File: src/rtl/sync_fifo_buffer.sv
// Single-clock FIFO with registered read data, occupancy count, programmable
// almost-full/almost-empty thresholds and sticky overflow/underflow flags.
module sync_fifo_buffer #(
  parameter int unsigned DATA_SIZE     = 8,
  parameter int unsigned ADDR_SIZE     = 4,
  parameter int unsigned AFULL_THRESH  = (1 << ADDR_SIZE) - 2,
  parameter int unsigned AEMPTY_THRESH = 2
) (
  input  logic                 wclk,
  input  logic                 wrst_n,
  input  logic                 winc,
  input  logic [DATA_SIZE-1:0] wdata,
  output logic                 wfull,
  output logic                 walmost_full,
  input  logic                 rinc,
  output logic [DATA_SIZE-1:0] rdata,
  output logic                 rvalid,
  output logic                 rempty,
  output logic                 ralmost_empty,
  output logic [ADDR_SIZE:0]   count,
  output logic                 overflow,
  output logic                 underflow,
  input  logic                 clr_err
);

  localparam int unsigned DEPTH = 1 << ADDR_SIZE;
  localparam logic [ADDR_SIZE:0] AF_TH = (ADDR_SIZE + 1)'(AFULL_THRESH);
  localparam logic [ADDR_SIZE:0] AE_TH = (ADDR_SIZE + 1)'(AEMPTY_THRESH);

  logic [DATA_SIZE-1:0] mem [DEPTH];
  logic [ADDR_SIZE:0]   wptr;
  logic [ADDR_SIZE:0]   rptr;
  logic                 we;
  logic                 re;

  // Status comes from the registered pointers only; the extra MSB tells
  // a full lap apart from an empty one.
  always_comb begin
    count         = wptr - rptr;
    rempty        = (wptr == rptr);
    wfull         = (wptr[ADDR_SIZE] != rptr[ADDR_SIZE]) &&
                    (wptr[ADDR_SIZE-1:0] == rptr[ADDR_SIZE-1:0]);
    walmost_full  = (count >= AF_TH);
    ralmost_empty = (count <= AE_TH);
    we            = winc & ~wfull;
    re            = rinc & ~rempty;
  end

  always_ff @(posedge wclk) begin
    if (we) begin
      mem[wptr[ADDR_SIZE-1:0]] <= wdata;
    end
  end

  always_ff @(posedge wclk or negedge wrst_n) begin
    if (!wrst_n) begin
      wptr <= '0;
    end else if (we) begin
      wptr <= wptr + 1'b1;
    end
  end

  always_ff @(posedge wclk or negedge wrst_n) begin
    if (!wrst_n) begin
      rptr   <= '0;
      rdata  <= '0;
      rvalid <= 1'b0;
    end else begin
      rvalid <= re;
      if (re) begin
        rdata <= mem[rptr[ADDR_SIZE-1:0]];
        rptr  <= rptr + 1'b1;
      end
    end
  end

  // A new error event in the same cycle as clr_err keeps the flag set.
  always_ff @(posedge wclk or negedge wrst_n) begin
    if (!wrst_n) begin
      overflow  <= 1'b0;
      underflow <= 1'b0;
    end else begin
      overflow  <= (overflow  & ~clr_err) | (winc & wfull);
      underflow <= (underflow & ~clr_err) | (rinc & rempty);
    end
  end

endmodule

File: config.mk
export PLATFORM = sky130hd
export DESIGN_NAME = sync_fifo_buffer
export DESIGN_NICKNAME = d
export VERILOG_FILES = /design/src/rtl/sync_fifo_buffer.sv
export SDC_FILE = /design/constraint.sdc
export NUM_CORES = 1
export LEC_CHECK = 0
export ABC_AREA = 1
export ABC_CLOCK_PERIOD_IN_PS = 2800
export CORE_MARGIN = 2
export CORE_UTILIZATION = 36
export DETAILED_ROUTE_END_ITERATION = 6
export PLACE_DENSITY_LB_ADDON = 0.08
export REMOVE_ABC_BUFFERS = 1
export SLEW_MARGIN = 5
export SYNTH_ARGS = -nofsm -noshare
export SYNTH_HDL_FRONTEND = slang
export SYNTH_SLANG_ARGS = --single-unit
File: constraint.sdc
create_clock -name wclk -period 2.8 [get_ports wclk]
set_input_delay 0.56 -clock wclk [delete_from_list [all_inputs] [get_ports wclk]]
set_output_delay 0.56 -clock wclk [all_outputs]
set_load 0.03 [all_outputs]
==> qor.csv, run 1 <==
metric,value,unit
synth_xor_area_share,1.20,%
port_buffers,32,
drc_errors,0,
synthMuxAreaShare,0,%
drt-pass1-iter-count,4,
wl_per_cell,17.1,um
hold_path.class,in -> async,
synth_compound_area_share,1.90,%
worst_pin_slew,0.778,ns
synthAdderAreaFrac,2.01,%
synth_area,6590,um^2
drive_gt1_share,11.3,%
track_usage,17.3,%
power,0.00866,W
crit_fanout,3,
cpPeakStageDelay,0.40,ns
overflow,0,
clock_skew,0.0139,ns
post-route-util,43.4,%
yosysWarnings,0,
synth_top_family_by_area,simple AND/OR/NAND/NOR gates,
clk_pin_slew,0.06,ns
status,finished clean,
hold_viol,0,
synth_cells,634,
clk_latency,0.41,ns
wirelength,15900,um
place.gp.congestion,0.800,
postRouteAntennaNets,0,
cp_slowest_cell,dfrtp_2,
crit_chain,"inv_2, ha_1, inv_1, fa_2, nand3_1, nand2_1, nand2_2, nand2_1, nor3b_2, buf_4",
critPathMostFrequentCell,nand2_1,
antenna_cells,0,
vdd_drop_max,0.724,mV
coreArea,18000,um^2
vias_per_cell,4.72,
yosysUniqueCellTypes,23,
drt_iter0_drc,207,
dp_hpwl,10300,um
finalMaxSlewViolations,0,
grt_pass1_vias,4342,
fillers,1719,
maxCapViolations,0,
dp_slack,0.353,ns
dieHeight,139,um
vias,4388,
initial_utilization,36.7,%
crit_family,adder cells,
grt_max_degree,68,
setup_tns,0,ns
cts_root_buffer,clkbuf_16,
period_minus_slack,2.71,ns
power_density,1110,nW/um^2
crit_path_start_kind,flip-flop,
setup_ws,0.0861,ns
antenna_found_initial,0,
clock_path_buffers,2,
cp.arrival,2.15,ns
fp-row-count,49,
end_kind,output port,
cts_tree,built,
relSlewSlack,48.1,%
rsz0062_at_grt,true,
setup-violations-final,0,
syn_area_per_cell,10.4,um^2
htreeDepth,4,
clock_sinks,149,
syn2layout_area_growth,18.4,%
die_area,19400,um^2
leakage,3.29,nW
pin_count,33,
die_w,139,um
ys_seq_elements,149,
fmax,368,MHz
numCtsBuffers,17,
period_share,96.9,%
num-nets-final,712,
cp.required,2.24,ns
worstSetupPathType,reg -> out,
yosys.area_share.simple,20.6,%
grt_first_pass_wirelength,24800,um
yosysSeqAreaShare,66.3,%
path_buf_inv,3,
## placed cells by master (no fill, tap or decap), types with 2 or more instances in the layout
cell,n
clkinv_1,6
clkbuf_1,5
o21ai_0,5
clkbuf_16,17
nor2_4,2
buf_4,36
nor2_1,33
nand2_2,6
nand2_1,174
clkdlybuf4s50_1,24
dfrtp_1,19
xor2_1,8
inv_2,5
dfrtp_2,2
nand3_1,97
inv_1,94
a21oi_1,19
ha_1,9
clkinv_2,2
edfxtp_1,128
## metal layers
metal | global-route usage [%] | share of wire [%]
met5 | 0 | 0
met4 | 6.91 | 1.7
met3 | 2.82 | 3.1
met2 | 28.6 | 49
met1 | 22.8 | 46
## repair_timing
item,CTS,global route
gates resized for setup,2,4
endpoints found under the setup margin,2,2
hold buffers,0,0
setup buffers,1,0
pin swaps,0,0
endpoints found under the hold margin,0,0
## path summary, 6_finish.rpt
| kind | startpoint | to | slack, ns | cells past startpoint |
|---|---|---|---|---|
| hold reg to reg | underflow$_DFF_PN0_ | underflow$_DFF_PN0_ | 0.52 | 2 |
| max in group asynchronous | wrst_n | rptr[0]$_DFFE_PN0P_ | 2.01 | 2 |
| min in group wclk | underflow$_DFF_PN0_ | underflow$_DFF_PN0_ | 0.52 | 2 |
| hold / removal | wrst_n | wptr[1]$_DFFE_PN0P_ | 0.52 | 2 |
| setup / recovery | wptr[0]$_DFFE_PN0P_ | ralmost_empty | 0.09 | 10 |
| setup reg to reg | rptr[3]$_DFFE_PN0P_ | mem[2][6]$_DFFE_PP_ | 0.57 | 10 |
## power breakdown
part / leakage [nW] / total [W] / internal, W / switching (W)
Sequential: 1.40 / 0.00291 / 0.00275 / 0.000151
Clock: 0.251 / 0.00201 / 0.00122 / 0.000791
Combinational: 1.63 / 0.00374 / 0.00123 / 0.00251
Total: 3.29 / 0.00866 / 0.00521 / 0.00345
## cell families after synthesis
| family | count (synthesis) |
|---|---|
| DFF | 149 |
| and+or+nand+nor | 315 |
| adders and majority gates | 10 |
| buffers and inverters | 126 |
| AOI/OAI and AO/OA | 25 |
| xor gates and xnor gates | 9 |
## Yosys cell counts (all sizes together)
master    n  area, um^2
fa        1        20.0
a21oi    19        95.1
clkbuf    2        7.51
clkinv    2        7.51
xor2      9        78.8
nor2     36         166
dfrtp    21         526
ha        9         113
edfxtp  128        3840
nand3    97         485
o21ai     6        30.0
inv      99         372
nor3b     1        7.51
nand2   181         699
buf      23         139
## flip-flops by register name, summed over array words and instances (netlist names)
signal     flops
rptr           5
underflow      1
rvalid         1
wptr           5
mem          128
overflow       1
rdata          8
## layout make-up
type                            count  area, um^2  area share (%)
Sequential cell                   149        4370            56.0
Timing Repair Buffer               61         531            6.80
Clock inverter                      8        62.6           0.802
Clock buffer                       23         458            5.87
Multi-Input combinational cell    359        1710            22.0
Inverter                          101         379            4.86
Tap cell                          229         287            3.67
## through the flow
step | std cells | hold WS (ns) | cell area [um^2]
finish | 930 | 0.522 | 7800
global route | 930 | 0.540 | 7800
CTS | 930 | 0.517 | 7780
detailed placement | 898 | 0.527 | 7250
global placement | 898 | 0.511 | 7250
floorplan | 609 | 0.264 | 6440
No activity file was read; power rests on OpenSTA's default activity.
==> run 2, diff against run 1 <==
--- a/config.mk
+++ b/config.mk
@@ -7,8 +7,8 @@
 export LEC_CHECK = 0
 export ABC_AREA = 1
 export ABC_CLOCK_PERIOD_IN_PS = 2800
-export CORE_MARGIN = 2
 export CORE_UTILIZATION = 36
+export CTS_CLUSTER_SIZE = 40
 export DETAILED_ROUTE_END_ITERATION = 6
 export PLACE_DENSITY_LB_ADDON = 0.08
 export REMOVE_ABC_BUFFERS = 1
@@ -16,3 +16,4 @@
 export SYNTH_ARGS = -nofsm -noshare
 export SYNTH_HDL_FRONTEND = slang
 export SYNTH_SLANG_ARGS = --single-unit
+export TNS_END_PERCENT = 50
==> qor.csv, run 2 (synthesized netlist as in run 1, its figures left out) <==
metric,value,unit,change
crit_path_start_kind,flip-flop,,
end_kind,output port,,
hold_path.class,reg -> reg,,
antenna_found_initial,1,,+1
clk_latency,0.42,ns,about the same
rsz0062_at_grt,true,,
worstSetupPathType,reg -> out,,
htreeDepth,4,,unchanged
vias,4484,,+2.2%
antenna_cells,0,,unchanged
place.gp.congestion,0.793,,-0.90%
cts_root_buffer,clkbuf_16,,
worst_pin_slew,0.887,ns,+0.109 ns
fillers,1712,,-0.41%
die_w,137,um,-1.4%
die_area,18900,um^2,-2.9%
vias_per_cell,4.81,,+1.9%
clock_skew,0.00988,ns,-0.00404 ns
fmax,369,MHz,+0.18%
dieHeight,137,um,-1.4%
cp.arrival,2.15,ns,about the same
maxCapViolations,0,,unchanged
syn2layout_area_growth,20.0,%,
relSlewSlack,40.6,%,-7.5 points
num-nets-final,714,,+0.28%
grt_max_degree,68,,unchanged
final_cell_mix,"174 x nand2_1, 128 x edfxtp_1, 96 x nand3_1, 94 x inv_1, 39 x buf_4",,
cts_tree,built,,
period_share,96.7,%,-0.18 points
overflow,0,,unchanged
hold_viol,0,,unchanged
finalMaxSlewViolations,0,,unchanged
clock_path_buffers,2,,unchanged
crit_chain,"inv_2, ha_1, inv_1, fa_2, nand3_2, nand2_1, nand2_1, nand2_2, nor3b_2, buf_4",,
critPathMostFrequentCell,nand2_1,,
initial_utilization,36.7,%,unchanged
place_inst,899,,+0.11%
numCtsBuffers,17,,unchanged
wl_per_cell,18.2,um,+6.5%
track_usage,19.5,%,+2.3 points
leakage,3.33,nW,+1.4%
postRouteAntennaNets,0,,unchanged
cpPeakStageDelay,0.40,ns,about the same
period_minus_slack,2.71,ns,-0.00496 ns
crit_fanout,3,,unchanged
final_common_cell,nand2_1,,
drive_gt1_share,13.2,%,+1.9 points
wirelength,17000,um,+6.8%
finalNonFillerCells,933,,+0.32%
clk_pin_slew,0.06,ns,about the same
port_buffers,32,,unchanged
power_density,1150,nW/um^2,+3.8%
setup-violations-final,0,,unchanged
clock_sinks,149,,unchanged
cts_hold_buffers,0,,unchanged
power,0.00911,W,+5.2%
drt_iter0_drc,262,,+27%
grt_first_pass_wirelength,25500,um,+2.8%
dp_hpwl,10800,um,+4.9%
grt_pass1_vias,4293,,-1.1%
status,finished clean,,
drt-pass1-iter-count,5,,+1
cp_slowest_cell,fa_2,,
largest_reg_flops,128,,unchanged
cp.required,2.24,ns,about the same
vdd_drop_max,0.785,mV,+8.5%
drc_errors,0,,unchanged
pin_count,33,,unchanged
coreArea,18000,um^2,unchanged
fp-row-count,49,,unchanged
## run 2: area by class of cell
cell class                      instances  area [um^2]  area share, %
Clock inverter                         14          175           2.22
Multi-Input combinational cell        359         1720           21.8
Timing Repair Buffer                   63          533           6.74
Inverter                              101          379           4.79
Sequential cell                       149         4370           55.3
Tap cell                              229          287           3.62
Clock buffer                           18          439           5.55
## run 2: power breakdown
part / switching [W] / internal, W / total, W
Combinational: 0.00261 / 0.00124 / 0.00386
Clock: 0.000931 / 0.00143 / 0.00237
Sequential: 0.000141 / 0.00275 / 0.00289
## run 2: final timing paths
path / end / cells after the start / from / slack (ns)
worst max-delay path: ralmost_empty / 10 / wptr[0]$_DFFE_PN0P_ / 0.09
worst min-delay path: underflow$_DFF_PN0_ / 2 / underflow$_DFF_PN0_ / 0.52
worst max register to register: rdata[6]$_DFFE_PN0P_ / 8 / rptr[0]$_DFFE_PN0P_ / 0.56
worst min register to register: underflow$_DFF_PN0_ / 2 / underflow$_DFF_PN0_ / 0.52
max in group asynchronous: rdata[2]$_DFFE_PN0P_ / 2 / wrst_n / 1.50
min in group asynchronous: overflow$_DFF_PN0_ / 1 / wrst_n / 0.64
## run 2: repair_timing
| action | 4_1_cts | 5_1_grt |
|---|---|---|
| setup endpoints to repair | 1 | 2 |
| pin swaps | 0 | 2 |
| setup buffers | 1 | 1 |
| resized for setup | 2 | 6 |
## run 2: stage by stage
| step | worst slack (ns) | setup TNS [ns] | utilization (%) | hold slack (ns) | instance area, um^2 |
|---|---|---|---|---|---|
| 4_1_cts | 0.0392 | 0 | 43.9 | 0.527 | 7880 |
| 6_report | 0.0911 | 0 | 44.0 | 0.521 | 7910 |
| 2_1_floorplan | -1.05 | -26.10 | - | 0.264 | 6440 |
| 5_1_grt | -0.0234 | -0.0434 | 44.0 | 0.573 | 7910 |
| 3_5_place_dp | 0.289 | 0 | 40.4 | 0.517 | 7250 |
| 3_3_place_gp | 0.399 | 0 | 40.4 | 0.509 | 7250 |
## run 2: worst max-delay path: cells and delay by family, from the launching register on
kind                     cells  cell delay [ns]
adder cells (fa/ha/maj)      2             0.54
buffers and inverters        3             0.33
flip-flops                   1             0.39
AND/OR/NAND/NOR              5             0.48
## run 2: routing by layer
layer / wire [um] / global-route usage (%) / up-vias
met1: 8290 / 27.2 / 2218
li1: - / - / 2171
met3: 583 / 4.60 / 12
met4: 129 / 4.33 / 0
met5: 0 / 0 / -
met2: 7980 / 30.9 / 83
==> run 3, diff against run 2 <==
--- a/config.mk
+++ b/config.mk
@@ -8,8 +8,10 @@
 export ABC_AREA = 1
 export ABC_CLOCK_PERIOD_IN_PS = 2800
 export CORE_UTILIZATION = 36
+export CTS_BUF_LIST = sky130_fd_sc_hd__clkbuf_8
 export CTS_CLUSTER_SIZE = 40
 export DETAILED_ROUTE_END_ITERATION = 6
+export GPL_ROUTABILITY_DRIVEN = 0
 export PLACE_DENSITY_LB_ADDON = 0.08
 export REMOVE_ABC_BUFFERS = 1
 export SLEW_MARGIN = 5
==> qor.csv, run 3 (synthesized netlist as in run 1, its figures left out) <==
metric,value,unit,change
clk_pin_slew,0.09,ns,+0.03 ns
reg2reg_setup_slack,0.56,ns,about the same
r2r_end,rdata[2]$_DFFE_PN0P_,,
relSlewSlack,40.8,%,+0.10 points
die_w,137,um,unchanged
grtUsageMet1,27.2,%,about the same
cp.required,2.24,ns,about the same
final_common_cell,nand2_1,,
use_met2,30.8,%,-0.056 points
grt_pass1_vias,4261,,-0.75%
vias,4446,,-0.85%
period_minus_slack,2.73,ns,+0.0242 ns
finalMaxSlewViolations,0,,unchanged
drc_errors,0,,unchanged
place_area,7250,um^2,unchanged
crit_fanout,2,,-1
final_cell_mix,"174 x nand2_1, 128 x edfxtp_1, 96 x nand3_1, 93 x inv_1, 40 x buf_4",,
cts_hold_buffers,0,,unchanged
clock_sinks,149,,unchanged
clk_latency,0.45,ns,+0.03 ns
antenna_found_initial,1,,unchanged
postRouteAntennaNets,0,,unchanged
dp_slack,0.289,ns,unchanged
coreArea,18000,um^2,unchanged
rsz0062_at_grt,true,,
worst_pin_slew,0.886,ns,-0.00157 ns
antenna_cells,0,,unchanged
worstSetupPathType,reg -> out,,
cp.arrival,2.17,ns,+0.02 ns
setup_ws,0.0669,ns,-0.0242 ns
dp_hpwl,10800,um,unchanged
end_kind,output port,,
maxCapViolations,0,,unchanged
largest_reg_flops,128,,unchanged
setup-violations-final,0,,unchanged
clock_skew,0.0143,ns,+0.00440 ns
vdd_drop_max,0.770,mV,-2.0%
worstHoldStart,underflow$_DFF_PN0_,,
crit_path_start_kind,flip-flop,,
drt-pass1-iter-count,5,,unchanged
cts_root_buffer,clkbuf_8,,
holdPathStages,2,,unchanged
dieHeight,137,um,unchanged
die_area,18900,um^2,unchanged
overflow,0,,unchanged
vias_per_cell,4.76,,-0.95%
htreeDepth,4,,unchanged
clock_path_buffers,2,,unchanged
drt_iter0_drc,286,,+9.2%
drive_gt1_share,13.6,%,+0.41 points
met3_usage,4.27,%,-0.33 points
hold_slack,0.524,ns,+0.00332 ns
syn2layout_area_growth,17.3,%,
num-nets-final,715,,+0.14%
r2r_start,rptr[0]$_DFFE_PN0P_,,
grt_max_degree,68,,unchanged
power_density,1100,nW/um^2,-4.2%
status,finished clean,,
pin_count,33,,unchanged
min_to,underflow$_DFF_PN0_,,
wirelength,17000,um,unchanged
leakage,3.25,nW,-2.5%
fmax,366,MHz,-0.89%
hold_viol,0,,unchanged
port_buffers,32,,unchanged
fp-row-count,49,,unchanged
initial_utilization,36.7,%,unchanged
hold_path.class,reg -> reg,,
fin_area,7730,um^2,-2.3%
grt_first_pass_wirelength,25400,um,-0.35%
busiest_layer,met2,,
numCtsBuffers,17,,unchanged
cts_tree,built,,
rr_worst_depth,8,,unchanged
wl_per_cell,18.2,um,-0.11%
track_usage,19.4,%,-0.12 points
period_share,97.6,%,+0.87 points
-- run 3: timing repair --
item                                    in CTS  in global routing
setup buffers                                1                  2
endpoints found under the setup margin       2                  2
pin swaps                                    0                  3
resized for setup                            3                  7
-- run 3: power by group --
group          internal (W)  switching (W)  leakage [nW]
sequential          0.00275       0.000142          1.40
clock              0.000913       0.000860         0.206
combinational       0.00126        0.00261          1.64
total               0.00492        0.00361          3.25
-- run 3: worst max path at each step --
stage / start / endpoint / slack [ns]
global route: wptr[2]$_DFFE_PN0P_ / walmost_full / -0.05
global placement: wptr[0]$_DFFE_PN0P_ / ralmost_empty / 0.40
finish: wptr[0]$_DFFE_PN0P_ / ralmost_empty / 0.07
detailed placement: wptr[0]$_DFFE_PN0P_ / ralmost_empty / 0.29
floorplan: rptr[0]$_DFFE_PN0P_ / ralmost_empty / -1.05
CTS: wptr[0]$_DFFE_PN0P_ / ralmost_empty / 0.02
-- run 3: final cells by class --
class,instances,area [um^2]
Fill cell,1740,10200
Sequential cell,149,4370
Multi-Input combinational cell,359,1730
Timing Repair Buffer,64,541
Inverter,101,379
Tap cell,229,287
Clock buffer,18,248
Clock inverter,14,175
-- run 3: per-layer routing --
layer	up-vias	share of wire, %
met1	2188	48
met2	80	47
met3	9	3.5
li1	2169	-
met5	-	0
met4	0	0.72
-- run 3: critical path, cell delays in order (launching register included) --
cell and delay (ns):
dfrtp_1 0.40, inv_2 0.06, ha_1 0.15, inv_2 0.05, fa_2 0.39, nand3_2 0.09, nand2_1 0.05, nand2_1 0.10
nand2_2 0.08, nor3b_2 0.17, buf_4 0.18
-- run 3: per-stage QoR --
step	std cells	setup TNS (ns)	util, %	power [W]
final	934	0	43.0	0.00853
after detailed placement	899	0	40.4	0.00671
after global placement	899	0	40.4	0.00669
after floorplan	609	-26.10	-	0.00524
after global routing	934	-0.0996	43.0	0.00908
after CTS	932	0	42.8	0.00852
